### config.mk
export PLATFORM = sky130hd
export DESIGN_NAME = cia_sp_peer
export DESIGN_NICKNAME = d
export VERILOG_FILES = /design/src/rtl/cia_pkg.sv /design/src/rtl/cia_sp_sync.sv /design/src/rtl/cia_sp_peer.sv
export SDC_FILE = /design/constraint.sdc
export NUM_CORES = 1
export LEC_CHECK = 0
export ABC_AREA = 0
export ABC_CLOCK_PERIOD_IN_PS = 1800
export CAP_MARGIN = 20
export CORE_MARGIN = 4
export CORE_UTILIZATION = 23
export CTS_CLUSTER_DIAMETER = 50
export CTS_CLUSTER_SIZE = 8
export DETAILED_ROUTE_END_ITERATION = 10
export GPL_ROUTABILITY_DRIVEN = 1
export GPL_TIMING_DRIVEN = 0
export PLACE_DENSITY = 0.41
export SLEW_MARGIN = 20
export SYNTH_ARGS = -nofsm -noshare
export SYNTH_HDL_FRONTEND = slang
export SYNTH_SLANG_ARGS = --single-unit
### constraint.sdc
create_clock -name clk -period 1.8 [get_ports clk]
set_input_delay 0.27 -clock clk [delete_from_list [all_inputs] [get_ports clk]]
set_output_delay 0.27 -clock clk [all_outputs]
set_load 0.01 [all_outputs]
### src/rtl/cia_pkg.sv
// Shared definitions for the CIA serial-port peer and anything that talks to it.
// Holds the peer FSM encoding, link-direction constants and CIA control-bit indices.
package cia_pkg;

    typedef enum logic [1:0] {
        IDLE    = 2'd0,
        TX_LOW  = 2'd1,
        TX_HIGH = 2'd2
    } sp_state_t;

    localparam logic MODE_TX = 1'b0;
    localparam logic MODE_RX = 1'b1;

    // CRA bit selecting SP direction on the CIA (1 = CIA drives SP/CNT)
    localparam int CRA_SPMODE = 6;

endpackage

### src/rtl/cia_sp_sync.sv
// Two-flop synchronizer for CNT and SP, plus a rising-edge detector on CNT
// that only looks at CNT on phi2 ticks, matching the CIA's own sampling.
module cia_sp_sync
    import cia_pkg::*;
(
    input  logic clk,
    input  logic reset,
    input  logic i_phi2,
    input  logic i_cnt,
    input  logic i_sp,
    output logic o_cnt_rise,
    output logic o_sp
);

    logic r_cnt_s1, r_cnt_s2, r_cnt_prev;
    logic r_sp_s1, r_sp_s2;

    // Idle level of both lines is high, so resetting to 1 avoids a phantom edge
    always_ff @(posedge clk or posedge reset) begin
        if (reset) begin
            r_cnt_s1   <= 1'b1;
            r_cnt_s2   <= 1'b1;
            r_cnt_prev <= 1'b1;
            r_sp_s1    <= 1'b1;
            r_sp_s2    <= 1'b1;
        end else begin
            r_cnt_s1 <= i_cnt;
            r_cnt_s2 <= r_cnt_s1;
            r_sp_s1  <= i_sp;
            r_sp_s2  <= r_sp_s1;
            if (i_phi2)
                r_cnt_prev <= r_cnt_s2;
        end
    end

    assign o_cnt_rise = i_phi2 & r_cnt_s2 & ~r_cnt_prev;
    assign o_sp       = r_sp_s2;

endmodule

### src/rtl/cia_sp_peer.sv
// Link partner on the CIA SP/CNT wires: clock master when transmitting,
// CNT-edge sampler when receiving, with overrun flagging and partial-byte timeout.
module cia_sp_peer
    import cia_pkg::*;
#(
    parameter int CNT_HALF   = 4,
    parameter int RX_TIMEOUT = 1024
) (
    input  logic       clk,
    input  logic       reset,
    input  logic       phi2,
    input  logic       mode,
    input  logic [7:0] tx_data,
    input  logic       tx_valid,
    output logic       tx_ready,
    output logic [7:0] rx_data,
    output logic       rx_valid,
    output logic       rx_overrun,
    input  logic       rx_ack,
    input  logic       sp_in,
    input  logic       cnt_in,
    output logic       sp_out,
    output logic       cnt_out,
    output logic       busy
);

    localparam int PW = $clog2(CNT_HALF + 1);
    localparam int TW = $clog2(RX_TIMEOUT + 1);

    sp_state_t     r_state, w_state_nxt;
    logic [PW-1:0] r_phase;
    logic [2:0]    r_tx_bit;
    logic [7:0]    r_tx_sr;
    logic          r_sp_out, r_cnt_out;
    logic          r_run;

    logic [7:0]    r_rx_sr;
    logic [2:0]    r_rx_bit;
    logic [TW-1:0] r_rx_to;
    logic          r_rx_pend;

    logic w_accept, w_phase_done, w_abort;
    logic w_cnt_rise, w_sp_s, w_rx_edge, w_rx_done, w_rx_tmo;

    cia_sp_sync u_sync (
        .clk        (clk),
        .reset      (reset),
        .i_phi2     (phi2),
        .i_cnt      (cnt_in),
        .i_sp       (sp_in),
        .o_cnt_rise (w_cnt_rise),
        .o_sp       (w_sp_s)
    );

    assign w_accept     = tx_valid & tx_ready;
    assign w_phase_done = phi2 && (r_phase == PW'(CNT_HALF - 1));
    assign w_abort      = (mode == MODE_RX) && (r_state != IDLE);

    always_ff @(posedge clk or posedge reset) begin
        if (reset) r_state <= IDLE;
        else       r_state <= w_state_nxt;
    end

    always_comb begin
        w_state_nxt = r_state;
        case (r_state)
            IDLE:    if (w_accept) w_state_nxt = TX_LOW;
            TX_LOW:  if (w_abort) w_state_nxt = IDLE;
                     else if (w_phase_done) w_state_nxt = TX_HIGH;
            TX_HIGH: if (w_abort) w_state_nxt = IDLE;
                     else if (w_phase_done) w_state_nxt = (r_tx_bit == 3'd7) ? IDLE : TX_LOW;
            default: w_state_nxt = IDLE;
        endcase
    end

    // r_run keeps tx_ready low while reset is held, even though the FSM sits in IDLE
    always_comb begin
        tx_ready = r_run && (r_state == IDLE) && (mode == MODE_TX);
        busy     = (r_state != IDLE) || (r_rx_bit != 3'd0);
    end

    always_ff @(posedge clk or posedge reset) begin
        if (reset) begin
            r_run     <= 1'b0;
            r_phase   <= '0;
            r_tx_bit  <= 3'd0;
            r_tx_sr   <= 8'h00;
            r_sp_out  <= 1'b1;
            r_cnt_out <= 1'b1;
        end else begin
            r_run <= 1'b1;
            if (w_abort) begin
                r_phase   <= '0;
                r_tx_bit  <= 3'd0;
                r_sp_out  <= 1'b1;
                r_cnt_out <= 1'b1;
            end else begin
                case (r_state)
                    IDLE: if (w_accept) begin
                        r_tx_sr   <= tx_data;
                        r_tx_bit  <= 3'd0;
                        r_phase   <= '0;
                        r_sp_out  <= tx_data[7];
                        r_cnt_out <= 1'b0;
                    end
                    TX_LOW: if (phi2) begin
                        if (w_phase_done) begin
                            r_cnt_out <= 1'b1;
                            r_phase   <= '0;
                        end else begin
                            r_phase <= r_phase + PW'(1);
                        end
                    end
                    TX_HIGH: if (phi2) begin
                        if (w_phase_done) begin
                            r_phase <= '0;
                            if (r_tx_bit == 3'd7) begin
                                r_sp_out <= 1'b1;
                            end else begin
                                r_tx_sr   <= {r_tx_sr[6:0], 1'b0};
                                r_sp_out  <= r_tx_sr[6];
                                r_cnt_out <= 1'b0;
                                r_tx_bit  <= r_tx_bit + 3'd1;
                            end
                        end else begin
                            r_phase <= r_phase + PW'(1);
                        end
                    end
                    default: ;
                endcase
            end
        end
    end

    assign sp_out  = r_sp_out;
    assign cnt_out = r_cnt_out;

    // Receive side only listens in RX mode so our own CNT loopback is ignored
    assign w_rx_edge = w_cnt_rise && (mode == MODE_RX);
    assign w_rx_done = w_rx_edge && (r_rx_bit == 3'd7);
    assign w_rx_tmo  = phi2 && (r_rx_bit != 3'd0) && (r_rx_to == TW'(RX_TIMEOUT - 1));

    always_ff @(posedge clk or posedge reset) begin
        if (reset) begin
            r_rx_sr    <= 8'h00;
            r_rx_bit   <= 3'd0;
            r_rx_to    <= '0;
            r_rx_pend  <= 1'b0;
            rx_data    <= 8'h00;
            rx_valid   <= 1'b0;
            rx_overrun <= 1'b0;
        end else begin
            rx_valid <= w_rx_done;
            if (mode == MODE_TX) begin
                r_rx_bit <= 3'd0;
                r_rx_to  <= '0;
            end else if (w_rx_edge) begin
                r_rx_sr  <= {r_rx_sr[6:0], w_sp_s};
                r_rx_bit <= r_rx_bit + 3'd1;
                r_rx_to  <= '0;
                if (w_rx_done)
                    rx_data <= {r_rx_sr[6:0], w_sp_s};
            end else if (r_rx_bit == 3'd0) begin
                r_rx_to <= '0;
            end else if (w_rx_tmo) begin
                r_rx_bit <= 3'd0;
                r_rx_to  <= '0;
            end else if (phi2) begin
                r_rx_to <= r_rx_to + TW'(1);
            end

            // A completion coinciding with rx_ack wins: byte pending, overrun clear
            if (w_rx_done) begin
                r_rx_pend  <= 1'b1;
                rx_overrun <= (r_rx_pend | rx_overrun) & ~rx_ack;
            end else if (rx_ack) begin
                r_rx_pend  <= 1'b0;
                rx_overrun <= 1'b0;
            end
        end
    end

endmodule

==> metrics.txt <==
status=completed; router iterations before antenna repair=4; number of flops mapped to enable cells by yosys=0; Synth Area per Inst=between 10 and 15 um^2; area of the multi-input gates=approximately 1300 um^2; cell count after placement=~400; Layout area overhead=33.3%; Commonest cells post-synth=48 x dfrtp_1, 23 x nor2_1, 19 x mux2_2; crit path kind=flop to flop; Clock Sink Count=55; routed vias=1,838; Final Util=0.314; CTS Buf Count=5; met3 routed WL=around 150 um; Iteration-0 DRC Markers=between 60 and 70; Fmax achieved=571 MHz; Leak=1.55 nW; Fin. Hold Viols=0; GP Congestion=~0.70; Async SR Flop Fraction=1.00; syn_nets=256; row cnt=39; max_cap viols=0; Starting Density=0.235; Unique masters post-synth=49; GR Util All Layers=0.0871; Most used DFF post-synth=dfrtp_1; maximum VDD drop=between 0.0005 and 0.0006 V; top sig layer=met4; final non-filler cell total=424; area fraction of the dominant cell type after synthesis=0.445; initial antenna violation count=0; met1 wire length=around 2800 um; Yosys reg bits=55; reg2reg start=r_state[0]; crit-path cells=buf_4, ha_1, o21ba_2, a22oi_4, a21boi_2, mux2_4; chip width=116 um; yosys warns=0; # nets final=just over 300; slowest CP cell=dfrtp_1; count of input and output buffers=29; diodes inserted=0; Bufs on Longest Clock Path=2; RSZ-0062 raised after global routing=yes; antenna-violating nets left=0; final slew viol count=0; worst-path fanout max=3; H-tree level count=2; DRC Markers=0; Synth area leaders=dfrtp_1 45%, mux2_2 7.9%, dfstp_2 6.8%; register area share after synthesis=0.513; min Tclk post-route=approximately 1.8 ns; HPWL Detailed=3890 um; area leader, netlist=dfrtp_1; worst path required time=about 2.0 ns; Critical Path Source Type=flop; crit path buf inv count=1; count of endpoints failing setup in the final report=0; Worst Skew=between 0.006 and 0.007 ns; CTS clock-pin slew for the worst setup and hold paths=~0.08 ns; Mapped Cells=between 200 and 250; Worst Hold Class=primary input to asynchronous set/reset pin; count leader, synth=dfrtp_1; Final Routed Wirelength=5660 um; height of the die=about 120 um; period utilization=0.973; synthesized cell area=2700 um^2; arrival time at the worst endpoint=a little under 2 ns; clk root buf=clkbuf_16; Reg area=between 1000 and 1500 um^2; I/O Pins=30; CP Launch Point=r_state[0]; Vias/cell=~4.3; number of fill cells=around 1,200; Crit path largest cell delay=a little over 0.4 ns; CP top delay family=compound AO/OA/AOI/OAI gates; clock latency on the worst-skew pair=0.30 ns; Met2 Routed Length=2630 um; first-pass GRT wire length=about 9400 um; Setup crit end kind=flop; per-cell routed wire length=between 10 and 15 um; Placeable Area=roughly 11,000 um^2; number of global-route vias before repair=about 1,900; setup TNS=0 ns; gr ovfl total=0; Die Area=roughly 14,000 um^2; Cell Pwr Density=around 1200 nW/um^2; pin count of the biggest net entering global routing=44; CTS tree=done; ratio of cells with drive above 1 in the final layout=0.327; CTS Hold Bufs=0
-- what timing repair did --
| item | in CTS | in global routing |
|---|---|---|
| setup buffers | 5 | 8 |
| gates cloned | 1 | 0 |
| gates resized for setup | 21 | 24 |
| setup endpoints to repair | 16 | 24 |
| pin swaps | 4 | 8 |
-- per-layer routing --
layer	vias to the layer above	GRT usage
li1	906	-
met1	908	0.119
met2	19	0.137
met3	5	0.0155
met4	0	0.0325
met5	-	0
-- through the flow --
step,area [um^2],hold slack (ns),total power [W],worst slack (ns)
2_1_floorplan,2700,0.274,0.00249,0.0938
3_3_place_gp,3170,0.348,0.00283,-1.06
3_5_place_dp,3200,0.348,0.00284,-0.354
4_1_cts,3440,0.251,0.00405,0.000476
5_1_grt,3600,0.257,0.00451,-0.0326
6_report,3600,0.247,0.00422,0.0484
-- state kept, by name (all words and copies together) (netlist names) --
signal,flops
cnt_out,1
r_phase,3
r_run,1
r_rx_bit,3
r_rx_pend,1
r_rx_sr,7
r_rx_to,11
r_state,2
r_tx_bit,3
r_tx_sr,7
rx_data,8
rx_overrun,1
rx_valid,1
sp_out,1
u_sync.o_sp,1
u_sync.r_cnt_prev,1
u_sync.r_cnt_s1,1
u_sync.r_cnt_s2,1
u_sync.r_sp_s1,1
-- path summary, 6_finish.rpt --
path                                   endpoint  slack, ns  cells past startpoint
worst max register to register          cnt_out       0.05                      6
worst min-delay path                 rx_data[1]       0.25                      2
worst min register to register      u_sync.o_sp       0.35                      0
worst max-delay path                    cnt_out       0.05                      6
min in group clk                    u_sync.o_sp       0.35                      0
max in group asynchronous       u_sync.r_cnt_s2       1.02                      3
-- worst reg2reg max path, cell delays in order (launching register included) --
cell and delay (ns):
dfrtp_1 0.41, buf_4 0.15, ha_1 0.22, o21ba_2 0.22, a22oi_4 0.16, a21boi_2 0.21
mux2_4 0.31
-- where the power goes --
group          total [W]  internal (W)  switching (W)
registers        0.00162       0.00147       0.000145
clock network    0.00103      0.000533       0.000497
logic            0.00158      0.000856       0.000720
-- logic make-up (layout without fill, tap and decap cells) --
kind of cell,Yosys count,count (layout),share of synthesized area
AO/OA/AOI/OAI,31,31,0.0890
XOR/XNOR,9,9,0.0292
adder cells (fa/ha/maj),11,11,0.0510
buffers and inverters,19,71,0.0375
flip-flops,55,55,0.513
multiplexers,32,32,0.129
other,1,1,0.00139
AND/OR/NAND/NOR,71,71,0.150
-- final cells by class --
class | instances | area share
Buffer | 9 | 0.0240
Clock buffer | 5 | 0.0348
Clock inverter | 3 | 0.00800
Inverter | 10 | 0.0111
Multi-Input combinational cell | 155 | 0.371
Sequential cell | 55 | 0.385
Tap cell | 143 | 0.0497
Timing Repair Buffer | 44 | 0.117
-- placed cells by master (no fill, tap or decap), drive strengths merged, types with 3 or more instances in the layout --
cell and instances:
xor2 3, ha 11, buf 24, clkdlybuf4s50 26, mux2i 10, nand3 6, nand4 3, nor2 23
mux2 22, clkbuf 6, o21ai 7, nand3b 5, a21oi 9, xnor2 6, dfstp 7, nor3 4
nand2 16, dfrtp 48, inv 11
No activity file was read; power rests on OpenSTA's default activity.
